--- config.mk ---
export PLATFORM = sky130hd
export DESIGN_NAME = cpu_ctrl_flat
export DESIGN_NICKNAME = d
export VERILOG_FILES = /design/src/rtl/cpu_ctrl_pkg.sv /design/src/rtl/cpu_ctrl_if.sv /design/src/rtl/cpu_decode.sv /design/src/rtl/cpu_ctrl.sv /design/src/flat_wrapper.sv
export SDC_FILE = /design/constraint.sdc
export NUM_CORES = 1
export LEC_CHECK = 0
export ABC_AREA = 1
export ABC_CLOCK_PERIOD_IN_PS = 1520
export CAP_MARGIN = 5
export CORE_MARGIN = 3
export CORE_UTILIZATION = 50
export DETAILED_ROUTE_END_ITERATION = 8
export DONT_BUFFER_PORTS = 1
export HOLD_SLACK_MARGIN = 0.05
export PLACE_DENSITY = 0.75
export SYNTH_ARGS = -nofsm -noshare
export SYNTH_HDL_FRONTEND = slang
export SYNTH_SLANG_ARGS = --single-unit
--- constraint.sdc ---
create_clock -name clk -period 1.52 [get_ports clk]
set_clock_uncertainty 0.2 [all_clocks]
set_input_delay 0.228 -clock clk [delete_from_list [all_inputs] [get_ports clk]]
set_output_delay 0.228 -clock clk [all_outputs]
set_load 0.005 [all_outputs]
--- src/rtl/cpu_ctrl_pkg.sv ---
// Shared opcode/ALU encodings, controller states and the decoded-instruction
// record used by the cpu_ctrl slice.
package cpu_ctrl_pkg;

    typedef enum logic [2:0] {
        S_IDLE,
        S_FETCH,
        S_DECODE,
        S_EXEC,
        S_MEM,
        S_HALT
    } state_t;

    localparam logic [3:0] OP_NOP  = 4'h0;
    localparam logic [3:0] OP_LDA  = 4'h1;
    localparam logic [3:0] OP_LDB  = 4'h2;
    localparam logic [3:0] OP_ADD  = 4'h3;
    localparam logic [3:0] OP_SUB  = 4'h4;
    localparam logic [3:0] OP_AND  = 4'h5;
    localparam logic [3:0] OP_OR   = 4'h6;
    localparam logic [3:0] OP_MOVB = 4'h7;
    localparam logic [3:0] OP_STA  = 4'h8;
    localparam logic [3:0] OP_JMP  = 4'h9;
    localparam logic [3:0] OP_JZ   = 4'hA;
    localparam logic [3:0] OP_HLT  = 4'hF;

    localparam logic [2:0] ALU_ADD  = 3'b000;
    localparam logic [2:0] ALU_SUB  = 3'b001;
    localparam logic [2:0] ALU_AND  = 3'b010;
    localparam logic [2:0] ALU_OR   = 3'b011;
    localparam logic [2:0] ALU_MOVA = 3'b100;
    localparam logic [2:0] ALU_MOVB = 3'b101;

    typedef struct packed {
        logic       is_alu;
        logic [2:0] alu_op;
        logic       is_mem;
        logic       is_store;
        logic       is_jmp;
        logic       is_jz;
        logic       is_hlt;
        logic       is_illegal;
    } dec_t;

endpackage

--- src/rtl/cpu_ctrl_if.sv ---
// Memory request/ready bus between the controller (master) and the shared
// program/data memory (slave).
interface cpu_ctrl_if #(
    parameter int ADDR_W = 4,
    parameter int DATA_W = 8
);
    logic              mem_req;
    logic              mem_we;
    logic [ADDR_W-1:0] mem_addr;
    logic              mem_ready;
    logic [DATA_W-1:0] mem_rdata;

    modport master (output mem_req, mem_we, mem_addr, input mem_ready, mem_rdata);
    modport slave  (input mem_req, mem_we, mem_addr, output mem_ready, mem_rdata);
endinterface

--- src/rtl/cpu_decode.sv ---
// Combinational opcode classifier; undefined opcodes (B-E) flag is_illegal only.
module cpu_decode
    import cpu_ctrl_pkg::*;
(
    input  logic [3:0] opcode,
    output dec_t       dec
);

    always_comb begin
        dec        = '0;
        dec.alu_op = ALU_MOVA;
        case (opcode)
            OP_NOP:  ;
            OP_LDA,
            OP_LDB:  dec.is_mem = 1'b1;
            OP_ADD:  begin dec.is_alu = 1'b1; dec.alu_op = ALU_ADD;  end
            OP_SUB:  begin dec.is_alu = 1'b1; dec.alu_op = ALU_SUB;  end
            OP_AND:  begin dec.is_alu = 1'b1; dec.alu_op = ALU_AND;  end
            OP_OR:   begin dec.is_alu = 1'b1; dec.alu_op = ALU_OR;   end
            OP_MOVB: begin dec.is_alu = 1'b1; dec.alu_op = ALU_MOVB; end
            OP_STA:  begin dec.is_mem = 1'b1; dec.is_store = 1'b1;   end
            OP_JMP:  dec.is_jmp = 1'b1;
            OP_JZ:   dec.is_jz  = 1'b1;
            OP_HLT:  dec.is_hlt = 1'b1;
            default: dec.is_illegal = 1'b1;
        endcase
    end

endmodule

--- src/rtl/cpu_ctrl.sv ---
// Multi-cycle fetch/decode/execute controller: owns PC, IR and the zero flag,
// sequences the memory bus and drives the A/B load strobes and ALU op.
module cpu_ctrl
    import cpu_ctrl_pkg::*;
#(
    parameter int ADDR_W   = 4,
    parameter int DATA_W   = 8,
    parameter int RESET_PC = 0
) (
    input  logic              clk,
    input  logic              rst_n,
    input  logic              run,
    cpu_ctrl_if.master        bus,
    output logic [2:0]        alu_op,
    input  logic              alu_zero,
    output logic              a_load,
    output logic              a_sel,
    output logic              b_load,
    output logic [ADDR_W-1:0] pc,
    output logic              halted,
    output logic              illegal
);

    state_t            state;
    logic [DATA_W-1:0] ir;
    logic              z_flag;
    dec_t              dec;
    logic [3:0]        opcode;
    logic [ADDR_W-1:0] ir_addr;
    logic              mem_done;

    assign opcode   = ir[DATA_W-1 -: 4];
    assign ir_addr  = ir[ADDR_W-1:0];
    assign mem_done = (state == S_MEM) && bus.mem_ready;

    cpu_decode u_decode (
        .opcode (opcode),
        .dec    (dec)
    );

    always_ff @(posedge clk) begin
        if (!rst_n) begin
            state   <= S_IDLE;
            pc      <= ADDR_W'(RESET_PC);
            ir      <= '0;
            z_flag  <= 1'b0;
            halted  <= 1'b0;
            illegal <= 1'b0;
        end else begin
            case (state)
                S_IDLE: if (run) state <= S_FETCH;
                S_FETCH: begin
                    if (bus.mem_ready) begin
                        ir    <= bus.mem_rdata;
                        pc    <= pc + ADDR_W'(1);
                        state <= S_DECODE;
                    end
                end
                S_DECODE: begin
                    if (dec.is_alu)      state <= S_EXEC;
                    else if (dec.is_mem) state <= S_MEM;
                    else if (dec.is_hlt) begin
                        halted <= 1'b1;
                        state  <= S_HALT;
                    end else begin
                        // Jumps, NOP and illegal opcodes all return to FETCH.
                        if (dec.is_jmp || (dec.is_jz && z_flag)) pc <= ir_addr;
                        if (dec.is_illegal) illegal <= 1'b1;
                        state <= S_FETCH;
                    end
                end
                S_EXEC: begin
                    z_flag <= alu_zero;
                    state  <= S_FETCH;
                end
                S_MEM: begin
                    if (bus.mem_ready) begin
                        if (opcode == OP_LDA) z_flag <= (bus.mem_rdata == '0);
                        state <= S_FETCH;
                    end
                end
                S_HALT:  state <= S_HALT;
                default: state <= S_IDLE;
            endcase
        end
    end

    // Bus and ALU op are Moore on state/ir; only the MEM load strobes see mem_ready.
    always_comb begin
        bus.mem_req  = 1'b0;
        bus.mem_we   = 1'b0;
        bus.mem_addr = '0;
        alu_op       = ALU_MOVA;
        a_load       = 1'b0;
        a_sel        = 1'b0;
        b_load       = 1'b0;
        case (state)
            S_FETCH: begin
                bus.mem_req  = 1'b1;
                bus.mem_addr = pc;
            end
            S_EXEC: begin
                alu_op = dec.alu_op;
                a_load = 1'b1;
            end
            S_MEM: begin
                bus.mem_req  = 1'b1;
                bus.mem_we   = dec.is_store;
                bus.mem_addr = ir_addr;
                a_load       = mem_done && (opcode == OP_LDA);
                a_sel        = mem_done && (opcode == OP_LDA);
                b_load       = mem_done && (opcode == OP_LDB);
            end
            default: ;
        endcase
    end

endmodule

--- src/flat_wrapper.sv ---
// flat-port wrapper written by rule: the top's interface ports become plain ports
module cpu_ctrl_flat import cpu_ctrl_pkg::*;
#(
    parameter int ADDR_W   = 4,
    parameter int DATA_W   = 8,
    parameter int RESET_PC = 0
)
  (clk, rst_n, run, alu_op, alu_zero, a_load, a_sel, b_load, pc, halted, illegal, bus_mem_req, bus_mem_we, bus_mem_addr, bus_mem_ready, bus_mem_rdata);
  cpu_ctrl_if #(.ADDR_W(ADDR_W), .DATA_W(DATA_W)) bus_i ();
  input  logic clk;
  input  logic rst_n;
  input  logic run;
  output logic [2:0] alu_op;
  input  logic alu_zero;
  output logic a_load;
  output logic a_sel;
  output logic b_load;
  output logic [ADDR_W-1:0] pc;
  output logic halted;
  output logic illegal;
  output wire logic [$bits(bus_i.mem_req)-1:0] bus_mem_req;
  output wire logic [$bits(bus_i.mem_we)-1:0] bus_mem_we;
  output wire logic [$bits(bus_i.mem_addr)-1:0] bus_mem_addr;
  input wire logic [$bits(bus_i.mem_ready)-1:0] bus_mem_ready;
  input wire logic [$bits(bus_i.mem_rdata)-1:0] bus_mem_rdata;
  assign bus_mem_req = bus_i.mem_req;
  assign bus_mem_we = bus_i.mem_we;
  assign bus_mem_addr = bus_i.mem_addr;
  assign bus_i.mem_ready = bus_mem_ready;
  assign bus_i.mem_rdata = bus_mem_rdata;
  cpu_ctrl #(.ADDR_W(ADDR_W), .DATA_W(DATA_W), .RESET_PC(RESET_PC)) u_core (.clk(clk), .rst_n(rst_n), .run(run), .bus(bus_i), .alu_op(alu_op), .alu_zero(alu_zero), .a_load(a_load), .a_sel(a_sel), .b_load(b_load), .pc(pc), .halted(halted), .illegal(illegal));
endmodule
==> impl_results.md, run 1 <==
* DIE HEIGHT at about 52 µm
* Post-Syn Nets at 190
* Worst path max stage delay at 0.38 ns
* Max VDD drop at 0.610 mV
* Final slew viol count at 0
* PD cells at 990 nW/µm²
* Outcome: complete, but fails checks
* Layout cells sized above 1 at 28.6%
* Mapped Cells at approximately 180
* Seq/Total Area, Yosys at 33.9%
* Finished Layout Cells at 226
* Tmin final at 1.63 ns
* Number of top-level pins at 31
* Core Area at 1980 µm²
* DR WL/cell at 13.1 µm
* CTS root buf: clkbuf_4
* Failing checks: negative setup slack
* Gr busiest metal: met2
* CP Capture Type: output pin
* Vias at 1196
* Final Cycle Share at 107%
* Critical Path AT at 1.20 ns
* Die X at 52.1 µm
* Antenna viol nets, final at 0
* Most frequent cells in the layout: 37 x nand2_1, 32 x nor2_1, 16 x inv_1
* First-pass GRT wire length at a little under 5000 µm
* Worst R2R Setup Slack at 0.03 ns
* Vias per cell at 5.29
* Required @ worst endpoint at approximately 1.1 ns
* Power Internal at 0.861 mW
* Sequential share of power at 43.5%
* Fin nets at 215
* Startpoint types: flip-flop
* Worst-Margin Slew at ~0.5 ns
* Asr flop ratio synth at 0%
* Sw frac at 40.4%
* Rows at 16
* Syn_area_per_cell at 6.04 µm²
* Worst-Skew Late Latency at around 0.28 ns
* Clk sink count at 18
* Met2 usage at 42.9%
* Hold Crit Class: primary input to flip-flop
* Total CTS buffers at 3
* Top-area cell type share of the netlist area at 33.9%
* EDFF count, synth at 0
* Number of hold violations in the final report at 0
* Crit-path cells: nor2_4 -> nand2_8 -> nor2_4 -> a21oi_2 -> inv_1
* Delay-heaviest family, CP: simple AND/OR/NAND/NOR gates
* Most used cell, CP: nor2_4
* GRT Residual Overflow at 0
* CP max-delay cell: dfxtp_4
* Max-slew headroom at 67.3%
* Antenna diode count at 0
* Routed WL at 2960 µm
* Die area at about 2700 µm²
* Crit Path Max Fanout at 9
* Htree depth at 1
* Initial core utilization at 53.7%
* GP Congestion at between 0.7 and 0.8
* Synthesized flop and latch total at 18
* Most common cell after layout, fill and taps aside: nand2_1
* Max-cap check violation count at 0
* Synth Warn # at 0
* Switch Pwr at about 0.6 mW
* Drt first pass iters at 6
* Crit Path Class: flip-flop to output pin
* Top FF cell, synth: dfxtp_1
* Area contributors post-synth: dfxtp_1 34%, nand2_1 16%, nor2_1 14%, inv_1 6.4%, o21ai_0 5.2%
* DRC viols at 0
* IO buf count at 0
* CTS tree: yes
* Logic gate share of total power at a little over 40%
* GRT met3 Usage at approximately 5.4%
* Yosys top cell by area: dfxtp_1
* Vias in the first global route at 1164
* Lkg Pwr at 0.641 nW
* Reg clk slew, reported paths at 0.11 ns
* Fmax at 0.614 GHz
* Endpoints failing setup at 12
* Clock power frac at roughly 16%
* Placed cell count at 204
* Post-layout util at 73.6%
* Pin count of the biggest net entering global routing at 16
* RSZ-0062 raised after global routing: true
* Fin worst setup slack at -0.110 ns
* Post-Syn Area at 1060 µm²
* Hpwl dp at 1930 µm
* Antenna violations before repair at 0
* Overall Power at 1.44 mW
* Met1 Use GR at 26.6%
* Layout area overhead at 37.2%
* Buffers and inverters on the worst path at 1
* DRT iter0 DRCs at 43
* Distinct cells, synth at 25
* CTS Buffer Depth at 2
* Total GRT Usage at 23.2%
## cell families (layout without fill, tap and decap cells)
kind of cell	Yosys count	in the layout	share of synthesized area, %
AO/OA/AOI/OAI	28	28	13.6
XOR/XNOR	2	2	1.65
adder cells (fa/ha/maj)	1	1	1.18
flip-flops	18	18	33.9
buffers and inverters	26	49	10.2
AND/OR/NAND/NOR	101	101	39.4
## tightest hold or removal path: stages
cell and delay [ns]:
nor2_1 0.03, nand4_1 0.07, o21ai_0 0.07, nor2_1 0.08
nor2_1 0.05
## power groups by stage
stage / sequential, mW / combinational (mW) / clock, mW
after floorplan: 0.608 / 0.339 / 0
after global placement: 0.619 / 0.394 / 0
after detailed placement: 0.625 / 0.405 / 0
after CTS: 0.626 / 0.501 / 0.233
after global routing: 0.639 / 0.653 / 0.261
final: 0.628 / 0.582 / 0.233
## cell type report
cell class	instances	area, µm²
timing repair buffer	23	204
multi-input combinational	132	728
clock buffer	3	22.5
inverter	23	91.3
tap	27	33.8
fill	152	523
sequential	18	379
## cell usage after synthesis, types with 2 or more instances
| library cell | count |
|---|---|
| o21ai_0 | 11 |
| inv_1 | 18 |
| nand3_1 | 6 |
| dfxtp_1 | 18 |
| a21oi_1 | 9 |
| o21ai_1 | 5 |
| nor2_1 | 39 |
| nor2_2 | 2 |
| nand2_2 | 3 |
| nand4_1 | 2 |
| nand2_1 | 44 |
| inv_2 | 5 |
| nor4_1 | 2 |
## repair_timing
item	4_1_cts	5_1_grt
hold buffers	11	0
resized for setup	33	19
buffers inserted	5	3
setup endpoints to repair	13	24
pin swaps	5	5
endpoints found under the hold margin	18	0
## state kept, by name, indices dropped and copies added, names as in the netlist
register / count
u_core.pc: 4
u_core.z_flag: 1
u_core.illegal: 1
u_core.state: 3
u_core.ir: 8
u_core.halted: 1
## final timing paths
| path | from | end | depth (start not counted) |
|---|---|---|---|
| worst max-delay path | u_core.state[0] | a_load | 5 |
| worst min-delay path | bus_mem_rdata[0] | u_core.z_flag | 5 |
| worst max register to register | u_core.state[0] | u_core.ir[7] | 7 |
| worst min register to register | u_core.ir[5] | u_core.ir[5] | 2 |
## metal layers
layer	share of wire [%]	up-vias
met5	0	-
met4	2.7	0
met3	7.6	12
met2	49	47
met1	41	534
li1	-	603
## through the flow
stage	area [µm²]	setup slack, ns	hold slack (ns)	TNS, ns
global route	1460	-0.186	0.141	-2.09
detailed placement	1100	-0.0145	0.157	-0.0145
floorplan	1060	0.123	0.163	0
CTS	1380	-0.0854	0.0522	-0.683
finish	1460	-0.110	0.0732	-0.790
global placement	1100	0.0311	0.152	0
No activity file was read; power rests on OpenSTA's default activity.
==> inputs of run 2 (changes only) <==
--- a/config.mk
+++ b/config.mk
@@ -12,6 +12,7 @@
 export CORE_UTILIZATION = 50
 export DETAILED_ROUTE_END_ITERATION = 8
 export DONT_BUFFER_PORTS = 1
+export GPL_ROUTABILITY_DRIVEN = 0
 export HOLD_SLACK_MARGIN = 0.05
 export PLACE_DENSITY = 0.75
 export SYNTH_ARGS = -nofsm -noshare
==> results of run 2 <==
Final layout, timing and power as in run 1 (identical DEF).
==> variant 1 (settings of run 2) <==
Reset style: asynchronous (`rst_n`), changed in one clocked block.
--- a/src/rtl/cpu_ctrl.sv
+++ b/src/rtl/cpu_ctrl.sv
@@ -38,7 +38,7 @@
         .dec    (dec)
     );
 
-    always_ff @(posedge clk) begin
+    always_ff @(posedge clk or negedge rst_n) begin
         if (!rst_n) begin
             state   <= S_IDLE;
             pc      <= ADDR_W'(RESET_PC);
Behaviour: differs if rst_n is asserted again (counterexample within 4 cycles, from zero or initial values and one cycle with rst_n low); with rst_n held inactive, the same outputs for 10 cycles.
==> variant 1 against run 2 <==
- the flow finishes with violations (negative hold slack, negative setup slack)
- sequential cell count unchanged
- worst hold slack got worse by 0.093 ns
- synthesized area increased by 13%
- setup slack got worse by 0.13 ns
- final area increased by 18%
- non-clock buffer count increased by 9
- wire length increased by 24%
Power is not compared: it rests on default switching activity, and its combinational part moved more than twofold at a synthesized area within 25%.
==> variant 1: results (changes against run 2) <==
| Metric | Value |
|---|---|
| Synth async-reset ratio | 1.00 (+1.00) |
| Actual slew at the worst max-slew pin | 0.834 ns (+0.345 ns) |
| Layout cells sized above 1 | 0.398 (+0.112) |
| Total of endpoints with negative setup slack in the final report | 23 (+11) |
| Met2 Routed Length | 1990 µm (+38%) |
| Worst path slowest cell | sky130_fd_sc_hd__dfrtp_2 |
| Buffers excl. clock | 32 (+39%) |
| Worst skew pair latency | 0.30 ns (+0.02 ns) |
| Filler Cell Count | 165 (+8.6%) |
| Pin count of the biggest net entering global routing | 19 (+3) |
| Vias post-DR | 1,269 (+6.1%) |
| ClkCell Share | 0.0131 (-0.00231) |
| Sequential share of cell area | 0.264 (+0.00418) |
| Failing checks | negative hold slack, negative setup slack |
| Count of hold-fix buffers inserted at cts | 12 (+1) |
| Launch instance of the worst min-delay path | bus_mem_ready |
| Hold Violations, Final | 1 (+1) |
| Synth area leaders | sky130_fd_sc_hd__dfrtp_1 37%, sky130_fd_sc_hd__nand2_1 15%, sky130_fd_sc_hd__nand3_1 7.1% |
| Starting DRC count in detailed routing | 51 (+19%) |
| Multi-input gate share of total cell area | 0.472 (-0.0272) |
| TNS Setup | -2.64 ns (-1.85 ns) |
| Post-Route M1 WL | 1350 µm (+12%) |
| Placed standard-cell area | 1290 µm² (+17%) |
| DR WL/cell | 16.4 µm (+25%) |
| Hold slack | -0.0199 ns (-0.0931 ns) |
| Number of standard cells in the layout, taps in and fillers out | 224 (-0.88%) |
| Result of the run | complete, but fails checks |
| Total power after layout | 3.58 mW |
| Non-clock buffering overhead | 0.179 (+0.0396) |
| Min setup slack post-route | -0.235 ns (-0.126 ns) |
[variant 1: kinds of logic (layout without fill, tap and decap cells)]
group | after synthesis | count (layout) | synth area share
xor+xnor | 1 | 1 | 0.00726
fa+ha+maj | 1 | 1 | 0.0104
compound gates | 21 | 21 | 0.126
buf+inv | 22 | 55 | 0.0851
flops | 18 | 18 | 0.373
simple gates | 99 | 100 | 0.398
[variant 1: routing by layer]
metal	global-route usage	vias to the layer above
met2	0.388	52
li1	-	593
met4	0.134	0
met1	0.263	610
met5	0	-
met3	0.0456	14
[variant 1: final timing paths]
kind	end	slack, ns	cells past startpoint
max	alu_op[1]	-0.24	5
min	u_core.z_flag$_DFFE_PN0P_	-0.02	4
max reg2reg	u_core.state[0]$_DFFE_PN0P_	-0.13	8
min reg2reg	u_core.illegal$_DFFE_PN0P_	0.33	1
max in group asynchronous	u_core.state[2]$_DFFE_PN0P_	0.28	1
min in group asynchronous	u_core.pc[1]$_DFFE_PN0P_	0.26	1
==> variant 2 (settings of run 2) <==
Made on the original files. `DATA_W` is set to 8 in 3 places; all go to 6.
--- a/src/rtl/cpu_ctrl_if.sv
+++ b/src/rtl/cpu_ctrl_if.sv
@@ -2,7 +2,7 @@
 // program/data memory (slave).
 interface cpu_ctrl_if #(
     parameter int ADDR_W = 4,
-    parameter int DATA_W = 8
+    parameter int DATA_W = 6
 );
     logic              mem_req;
     logic              mem_we;
--- a/src/rtl/cpu_ctrl.sv
+++ b/src/rtl/cpu_ctrl.sv
@@ -4,7 +4,7 @@
     import cpu_ctrl_pkg::*;
 #(
     parameter int ADDR_W   = 4,
-    parameter int DATA_W   = 8,
+    parameter int DATA_W   = 6,
     parameter int RESET_PC = 0
 ) (
     input  logic              clk,
--- a/src/flat_wrapper.sv
+++ b/src/flat_wrapper.sv
@@ -2,7 +2,7 @@
 module cpu_ctrl_flat import cpu_ctrl_pkg::*;
 #(
     parameter int ADDR_W   = 4,
-    parameter int DATA_W   = 8,
+    parameter int DATA_W   = 6,
     parameter int RESET_PC = 0
 )
   (clk, rst_n, run, alu_op, alu_zero, a_load, a_sel, b_load, pc, halted, illegal, bus_mem_req, bus_mem_we, bus_mem_addr, bus_mem_ready, bus_mem_rdata);
Interface: changed (resized bus_mem_rdata); port bits go from 31 to 29. The function was not compared with the original's and may differ.
==> variant 2 against run 2 <==
- the run still ends with negative setup slack left
- wire length grew 8.6%
- cell count shrank 3.5%
- clock power grew 25%
- final area grew 1.8%
- first-iteration DRC count shrank 21%
- critical path depth shrank 1
- synthesized area shrank 2.8%
- count of clock-buffer cells in the layout grew 1
- sequential cell count shrank 2
- setup slack lost 0.012 ns
- total power shrank 2.0%
- die area shrank 2.5%
- critical path type unchanged
==> variant 2: results (changes against run 2) <==
| Metric | Value |
|---|---|
| Result of the run | complete, but fails checks |
| Failing checks | negative setup slack |
| Critical-path maximum fanout | 6 (-3) |
| Placed standard-cell area | 1120 µm² (+1.8%) |
| Min setup slack post-route | -0.121 ns (-0.0116 ns) |
| Register-to-Register Path Depth | 9 (+2) |
| Actual slew at the worst max-slew pin | 0.440 ns (-0.0495 ns) |
| CTS Buffer Depth | 2 (unchanged) |
| Total of endpoints with negative setup slack in the final report | 12 (unchanged) |
| Highest ir drop seen on vdd | 649 µV (+6.5%) |
| Largest registers ranked by flip-flop count | u_core.ir (6), u_core.pc (4), u_core.state (3) |
| Worst skew pair latency | 0.30 ns (+0.02 ns) |
| Reported leakage power | 0.661 nW (+3.2%) |
| CTS-repair resized insts | 42 (+27%) |
| Total Routed Length | 3210 µm (+8.6%) |
| Post CTS Setup Buffer Count | 6 (+1) |
| Drt pass-1 iters | 4 (-2) |
| Worst slack, placed | -0.0832 ns (-0.0687 ns) |
| Vias in the first global route | 1,185 (+1.8%) |
| HPWL Detailed | 2220 µm (+16%) |
| Synth area leaders | sky130_fd_sc_hd__dfxtp_1 31%, sky130_fd_sc_hd__nand2_1 13%, sky130_fd_sc_hd__nor2_1 9.8% |
| Area share of fa/ha/maj cells after synthesis | 0.0121 (+0.000342) |
| Xor and xnor area share after synthesis | 0.00847 (-0.00800) |
| Count of hold-fix buffers inserted at cts | 10 (-1) |
| Starting DRC count in detailed routing | 34 (-21%) |
| Wire length of the first global-routing pass | 5180 µm (+7.5%) |
| Nets in the synthesized netlist | 175 (-7.9%) |
| Commonest cells in the synthesized netlist | 37 x sky130_fd_sc_hd__nand2_1, 27 x sky130_fd_sc_hd__nor2_1, 21 x sky130_fd_sc_hd__inv_1 |
| Net count of the finished layout | 206 (-4.2%) |
| Vias post-DR | 1,200 (+0.33%) |
| Pin count of the biggest net entering global routing | 13 (-3) |
| TNS Setup | -1.18 ns (-0.389 ns) |
| Gate count of the mapped netlist | 163 (-7.4%) |
| Delay of the slowest cell on the worst path | 0.37 ns |
| Layout cells sized above 1 | 0.358 (+0.0711) |
| Launch instance of the worst min-delay path | bus_mem_rdata[1] |
| Total Routing Usage GR | 0.260 (+0.0275) |
| Complex-gate fraction of the synthesized area | 0.160 (+0.0233) |
| Seq/Total Area, Yosys | 0.310 (-0.0289) |
| DR WL/cell | 14.7 µm (+13%) |
| Top cell family by delay on the critical path | flip-flops |
variant 2: per-layer routing:
layer	vias up	track usage	wire (µm)
li1	588	-	-
met1	566	0.296	1290
met2	40	0.462	1660
met3	6	0.0641	215
met4	0	0.0961	40
met5	-	0	0
variant 2: area by class of cell:
type	count	area, µm²
Multi-Input combinational cell	121	728
Timing Repair Buffer	29	262
Fill cell	133	354
Clock buffer	4	36.3
Sequential cell	16	339
Tap cell	25	31.3
Inverter	23	88.8
variant 2: where the power goes:
| part | switching [mW] | total (mW) | internal (mW) |
|---|---|---|---|
| clock | 0.145 | 0.292 | 0.146 |
| sequential | 0.0538 | 0.524 | 0.470 |
| combinational | 0.337 | 0.599 | 0.262 |
variant 2: worst paths after layout:
| path | to | slack, ns |
|---|---|---|
| max | bus_mem_addr[0] | -0.12 |
| min | u_core.z_flag$_SDFFE_PN0P_ | 0.07 |
| max reg2reg | u_core.pc[3]$_SDFFE_PN0P_ | 0.02 |
| min reg2reg | u_core.ir[0]$_SDFFE_PN0P_ | 0.33 |
